**src/rtl/disp_arb_pkg.sv**
```systemverilog
// Shared definitions for the dispatcher bundle arbiter: FSM encoding and
// default sizing constants.
package disp_arb_pkg;

   localparam int DEF_NUM_REQ = 4;
   localparam int DEF_IDX_W   = 2;
   localparam int DEF_WDOG_W  = 16;

   typedef enum logic [1:0] {
      ST_IDLE    = 2'd0,
      ST_GRANT   = 2'd1,
      ST_RELEASE = 2'd2
   } arbState_t;

endpackage

```
**src/rtl/disp_rr_picker.sv**
```systemverilog
// Rotate-priority encoder: first set request at or after the pointer,
// searching circularly.
module disp_rr_picker #(
   parameter int NUM_REQ = 4,
   parameter int IDX_W   = 2
) (
   input  logic [NUM_REQ-1:0] iReqValid,
   input  logic [IDX_W-1:0]   iPtr,
   output logic [IDX_W-1:0]   oWinner,
   output logic               oAny
);

   function automatic logic [IDX_W-1:0] rotIdx(input logic [IDX_W-1:0] base, input int offs);
      logic [IDX_W:0] sum;
      sum = {1'b0, base} + (IDX_W+1)'(offs);
      if (sum >= (IDX_W+1)'(NUM_REQ))
         sum = sum - (IDX_W+1)'(NUM_REQ);
      return sum[IDX_W-1:0];
   endfunction

   logic [IDX_W-1:0] cand;

   // Walk from the farthest offset down so the nearest valid request wins last.
   always_comb begin
      oWinner = '0;
      oAny    = 1'b0;
      cand    = '0;
      for (int i = NUM_REQ - 1; i >= 0; i--) begin
         cand = rotIdx(iPtr, i);
         if (iReqValid[cand]) begin
            oWinner = cand;
            oAny    = 1'b1;
         end
      end
   end

endmodule

```
**src/rtl/disp_bundle_arbiter.sv**
```systemverilog
// Shares one dispatcher executor among NUM_REQ bundle requesters with
// round-robin grants, scratchpad read steering, bundle count and watchdog.
module disp_bundle_arbiter
   import disp_arb_pkg::*;
#(
   parameter int NUM_REQ = DEF_NUM_REQ,
   parameter int IDX_W   = DEF_IDX_W,
   parameter int WDOG_W  = DEF_WDOG_W
) (
   input  logic                    iClock,
   input  logic                    iReset,
   input  logic [NUM_REQ-1:0]      iReqValid,
   output logic [NUM_REQ-1:0]      oReqPopped,
   output logic                    oExecBundleValid,
   input  logic                    iExecBundleReady,
   input  logic [31:0]             iExecSPReadAddress,
   input  logic                    iExecSPReadValid,
   output logic [31:0]             oExecSPReadData,
   output logic                    oExecSPReadAck,
   output logic [31:0]             oReqSPReadAddress,
   output logic [NUM_REQ-1:0]      oReqSPReadValid,
   input  logic [NUM_REQ*32-1:0]   iReqSPReadData,
   input  logic [NUM_REQ-1:0]      iReqSPReadAck,
   input  logic [WDOG_W-1:0]       iWdogLimit,
   output logic [IDX_W-1:0]        oGrantIdx,
   output logic                    oBusy,
   output logic                    oWdogExpired,
   output logic [31:0]             oBundleCount,
   output logic [1:0]              oDbgState,
   output logic [IDX_W-1:0]        oDbgRrPtr
);

   // Handshake: oExecBundleValid is high for the whole GRANT state and the
   // bundle is consumed on the single cycle iExecBundleReady is sampled high
   // there; oReqPopped[k] pulses one cycle later, after which valid is low
   // for at least two cycles (RELEASE, IDLE) so a halted executor never
   // restarts on a stale grant.

   arbState_t            rState;
   logic [IDX_W-1:0]     rGrant;
   logic [IDX_W-1:0]     rPtr;
   logic [IDX_W-1:0]     nextPtr;
   logic [IDX_W-1:0]     pickIdx;
   logic                 pickAny;
   logic [NUM_REQ-1:0]   rPopped;
   logic [NUM_REQ-1:0]   grantOnehot;
   logic [WDOG_W-1:0]    rWdog;
   logic                 rWdogExpired;
   logic [31:0]          rBundleCount;
   logic                 inGrant;

   disp_rr_picker #(
      .NUM_REQ (NUM_REQ),
      .IDX_W   (IDX_W)
   ) uPicker (
      .iReqValid (iReqValid),
      .iPtr      (rPtr),
      .oWinner   (pickIdx),
      .oAny      (pickAny)
   );

   assign inGrant = (rState == ST_GRANT);
   assign nextPtr = (rGrant == IDX_W'(NUM_REQ - 1)) ? '0 : rGrant + 1'b1;

   always_comb begin
      grantOnehot = '0;
      grantOnehot[rGrant] = 1'b1;
   end

   always_ff @(posedge iClock) begin
      if (iReset) begin
         rState       <= ST_IDLE;
         rGrant       <= '0;
         rPtr         <= '0;
         rPopped      <= '0;
         rWdog        <= '0;
         rWdogExpired <= 1'b0;
         rBundleCount <= '0;
      end else begin
         rPopped <= '0;
         case (rState)
            ST_IDLE: begin
               if (pickAny) begin
                  rGrant <= pickIdx;
                  rWdog  <= '0;
                  rState <= ST_GRANT;
               end
            end
            ST_GRANT: begin
               // Request drops are ignored here; the grant is held until the pop.
               if (rWdog != '1)
                  rWdog <= rWdog + 1'b1;
               if ((iWdogLimit != '0) && (rWdog == iWdogLimit))
                  rWdogExpired <= 1'b1;
               if (iExecBundleReady) begin
                  rPopped <= grantOnehot;
                  rState  <= ST_RELEASE;
               end
            end
            ST_RELEASE: begin
               rPtr         <= nextPtr;
               rBundleCount <= rBundleCount + 32'd1;
               rState       <= ST_IDLE;
            end
            default: rState <= ST_IDLE;
         endcase
      end
   end

   // Read data follows the registered grant so the executor's delayed sample
   // of its entry PC still sees the same requester.
   always_comb begin
      oExecSPReadData = '0;
      for (int k = 0; k < NUM_REQ; k++) begin
         if (rGrant == IDX_W'(k))
            oExecSPReadData = iReqSPReadData[k*32 +: 32];
      end
   end

   assign oExecSPReadAck    = inGrant & iReqSPReadAck[rGrant];
   assign oReqSPReadAddress = iExecSPReadAddress;
   assign oReqSPReadValid   = grantOnehot & {NUM_REQ{iExecSPReadValid & inGrant}};

   assign oReqPopped        = rPopped;
   assign oExecBundleValid  = inGrant;
   assign oBusy             = inGrant;
   assign oGrantIdx         = rGrant;
   assign oWdogExpired      = rWdogExpired;
   assign oBundleCount      = rBundleCount;
   assign oDbgState         = rState;
   assign oDbgRrPtr         = rPtr;

endmodule

```
**config.mk**
```make
export PLATFORM = sky130hd
export DESIGN_NAME = disp_bundle_arbiter
export DESIGN_NICKNAME = d
export VERILOG_FILES = /design/src/rtl/disp_arb_pkg.sv /design/src/rtl/disp_rr_picker.sv /design/src/rtl/disp_bundle_arbiter.sv
export SDC_FILE = /design/constraint.sdc
export NUM_CORES = 1
export LEC_CHECK = 0
export BUFFER_PORTS_ARGS = -buffer_cell sky130_fd_sc_hd__buf_4
export CAP_MARGIN = 10
export CORE_AREA = 2 2 118 120
export DETAILED_ROUTE_END_ITERATION = 8
export DIE_AREA = 0 0 120 122
export PLACE_DENSITY = 0.75
export SETUP_SLACK_MARGIN = 0.5
export SYNTH_ARGS = -nofsm -noshare
export SYNTH_HDL_FRONTEND = slang
export SYNTH_HIERARCHICAL = 1
export SYNTH_SLANG_ARGS = --single-unit
```
**constraint.sdc**
```tcl
create_clock -name iClock -period 2.2 [get_ports iClock]
set_clock_uncertainty 0.1 [all_clocks]
set_input_delay 0.44 -clock iClock [delete_from_list [all_inputs] [get_ports iClock]]
set_output_delay 0.44 -clock iClock [all_outputs]
set_load 0.005 [all_outputs]
```
==> impl_metrics.json <==
{
  "powerDensity_nw_per_um2": 442,
  "slowest_stage": "dfxtp_4",
  "yosysSeqAreaShare": 0.265,
  "cp_slowest_stage_delay_ns": 0.35,
  "setup_slack_ns": -0.150,
  "die_w_microns": 120,
  "initial_core_util": 0.330,
  "clock-root-buffer": "clkbuf_16",
  "fmax_mhz": 426,
  "failed_checks": "setup timing",
  "antenna_found_initial": 1,
  "yosysTopAreaCellShare": 0.265,
  "leakagePower_nw": 3.31,
  "setup_viol": 32,
  "finalWirelength_microns": 20800,
  "hold_path_class": "in2reg",
  "path_common_cell": "buf_12",
  "final_common_cell": "buf_4",
  "async_reset_ff_frac": 0,
  "grt_overflow": 0,
  "worstPathRequired_ns": 1.66,
  "core-area_sq_um": 13500,
  "final_cell_mix": "buf_4, nand2_1, a21oi_1",
  "crit_type": "reg2out",
  "grt_pass1_vias": 5621,
  "insertion_delay_ns": 0.34,
  "syn_inst": 632,
  "rows": 43,
  "drt-initial-drc-count": 480,
  "via_per_inst": 5.55,
  "syn_to_final_growth_pct": 81.8,
  "dieArea_sq_um": 14600,
  "path_cells": "inv_4 > ha_4 > buf_12 > buf_12 > nand3b_1 > a21oi_2 > a21oi_1 > o21ai_1 > buf_4",
  "ys_types": 49,
  "grt_max_degree": 39,
  "dp_hpwl_microns": 12300,
  "wl_per_cell_microns": 19.0,
  "clock_path_buffers": 2,
  "vias": 6060,
  "fin_nets": 1099,
  "critical_path.max_fanout": 15,
  "fill_cells": 1175,
  "yosysTopAreaCell": "dfxtp_1",
  "clock_sinks": 59,
  "grt_pass1_wl_microns": 29000,
  "path_clk_slew_ns": 0.05,
  "postCtsHoldBufs": 0,
  "port_buffers": 237,
  "critical_path_arrival_ns": 1.81,
  "post-route-min-period_ns": 2.35,
  "pin_count": 302,
  "drc_errors": 0,
  "cp-start-kind": "flop",
  "yosysWarnings": 6,
  "multi_input_area_sq_um": 3430,
  "holdWs_ns": 0.251,
  "fp.dieH_microns": 122,
  "gp_congestion": 0.857,
  "rsz0062_at_grt": "yes",
  "cts-htree-levels": 3,
  "drv_slew": 0,
  "syn-cell-area_sq_um": 4450,
  "synth_area_per_cell_sq_um": 7.05,
  "drv_cap": 0,
  "tns_ns": -2.74,
  "grt.total_usage": 0.248,
  "slew_headroom": 0.683,
  "synth_seq_cells": 59,
  "crit_path_end_kind": "output port",
  "ir_worst_vdd_mv": 0.609,
  "first_pass_iters": 5,
  "place_inst": 999,
  "finalNonFillerCells": 1091,
  "status": "finished, violations left",
  "synthesis.nets": 826,
  "cts_tree": "built",
  "cts_made_buffers": 9,
  "hold_viol_final": 0,
  "worst_slew_pin_slew_ns": 0.476,
  "ant_nets": 0,
  "fin_crit_sh": 1.07,
  "area.sequential_sq_um": 1280,
  "fin_total_pwr_mw": 3.58,
  "synth_area_leaders": "dfxtp_1, a21oi_1, nand2_1",
  "synth_ff_type": "dfxtp_1",
  "layout-drive-gt1-share": 0.551,
  "synth_edf_count": 0
}
## layout make-up
cell class / count / area share
tap: 180 / 0.0278
inverter: 19 / 0.00973
sequential: 59 / 0.158
multi-input combinational: 480 / 0.424
antenna: 1 / 0.000309
clock buffer: 11 / 0.0314
timing repair buffer: 336 / 0.345
clock inverter: 5 / 0.00324
## path summary, 6_finish.rpt
| path | from | endpoint | slack (ns) | depth (start not counted) |
|---|---|---|---|---|
| worst min register to register | oWdogExpired$_SDFFE_PP0P_ | oWdogExpired$_SDFFE_PP0P_ | 0.38 | 2 |
| worst max-delay path | oGrantIdx[1]$_SDFFE_PP0P_ | oExecSPReadData[30] | -0.15 | 9 |
| worst min-delay path | iReset | rWdog[8]$_SDFFE_PP0P_ | 0.25 | 2 |
| worst max register to register | oBundleCount[0]$_SDFFE_PP0N_ | oBundleCount[20]$_SDFFE_PP0N_ | 0.16 | 5 |
## power by group
part | internal (mW) | switching [mW]
clock | 0.822 | 0.513
sequential | 1.06 | 0.0190
combinational | 0.659 | 0.501
## registers in the layout, indices dropped and copies added (netlist names)
name	flops
oReqPopped	4
oWdogExpired	1
rWdog	16
oGrantIdx	2
oDbgState	2
oBundleCount	32
oDbgRrPtr	2
## metrics by stage
step / cell area [sq um] / worst slack [ns] / utilization
3_3_place_gp: 6520 / 0.0907 / 0.483
6_report: 8100 / -0.150 / 0.600
5_1_grt: 8100 / -0.235 / 0.599
4_1_cts: 7540 / -0.142 / 0.558
3_5_place_dp: 6520 / 0.0835 / 0.483
2_1_floorplan: 4790 / 0.195 / -
## layer usage
metal	share of wire	wire (microns)	vias up	GRT usage
met5	0	0	-	0
met1	0.39	8040	2897	0.298
met2	0.50	10500	309	0.418
met3	0.081	1690	42	0.0618
met4	0.027	561	0	0.110
li1	-	-	2812	-
## cells by family (layout without fill, tap and decap cells)
group / after synthesis / count (layout) / synth area share
buffers and inverters: 102 / 371 / 0.117
other: 0 / 1 / 0
AO/OA/AOI/OAI: 181 / 181 / 0.226
XOR/XNOR: 25 / 25 / 0.0492
AND/OR/NAND/NOR: 255 / 264 / 0.313
adder cells (fa/ha/maj): 6 / 6 / 0.0169
flip-flops: 59 / 59 / 0.265
multiplexers: 4 / 4 / 0.0124
## cells in the mapped netlist, drive strengths merged, types with 11 or more instances
library cell   n
nand3         16
a21oi         98
nand4         14
nor2          24
nand3b        33
o21ai         42
xor2          16
o31ai         14
or4           22
inv           19
clkbuf        45
buf           38
nand2         87
and3          11
dfxtp         59
## critical path, delay by kind of cell (launching register included)
family                     cells  cell delay (ns)
and+or+nand+nor                1             0.17
adders and majority gates      1             0.18
DFF                            1             0.35
AOI/OAI and AO/OA              3             0.33
buffers and inverters          4             0.44
## what timing repair did
action	CTS	global route
pin swaps	58	48
setup endpoints to repair	77	75
gates resized for setup	83	97
cloned	11	2
setup buffers	39	23
Power figures use the tool's default switching activity.
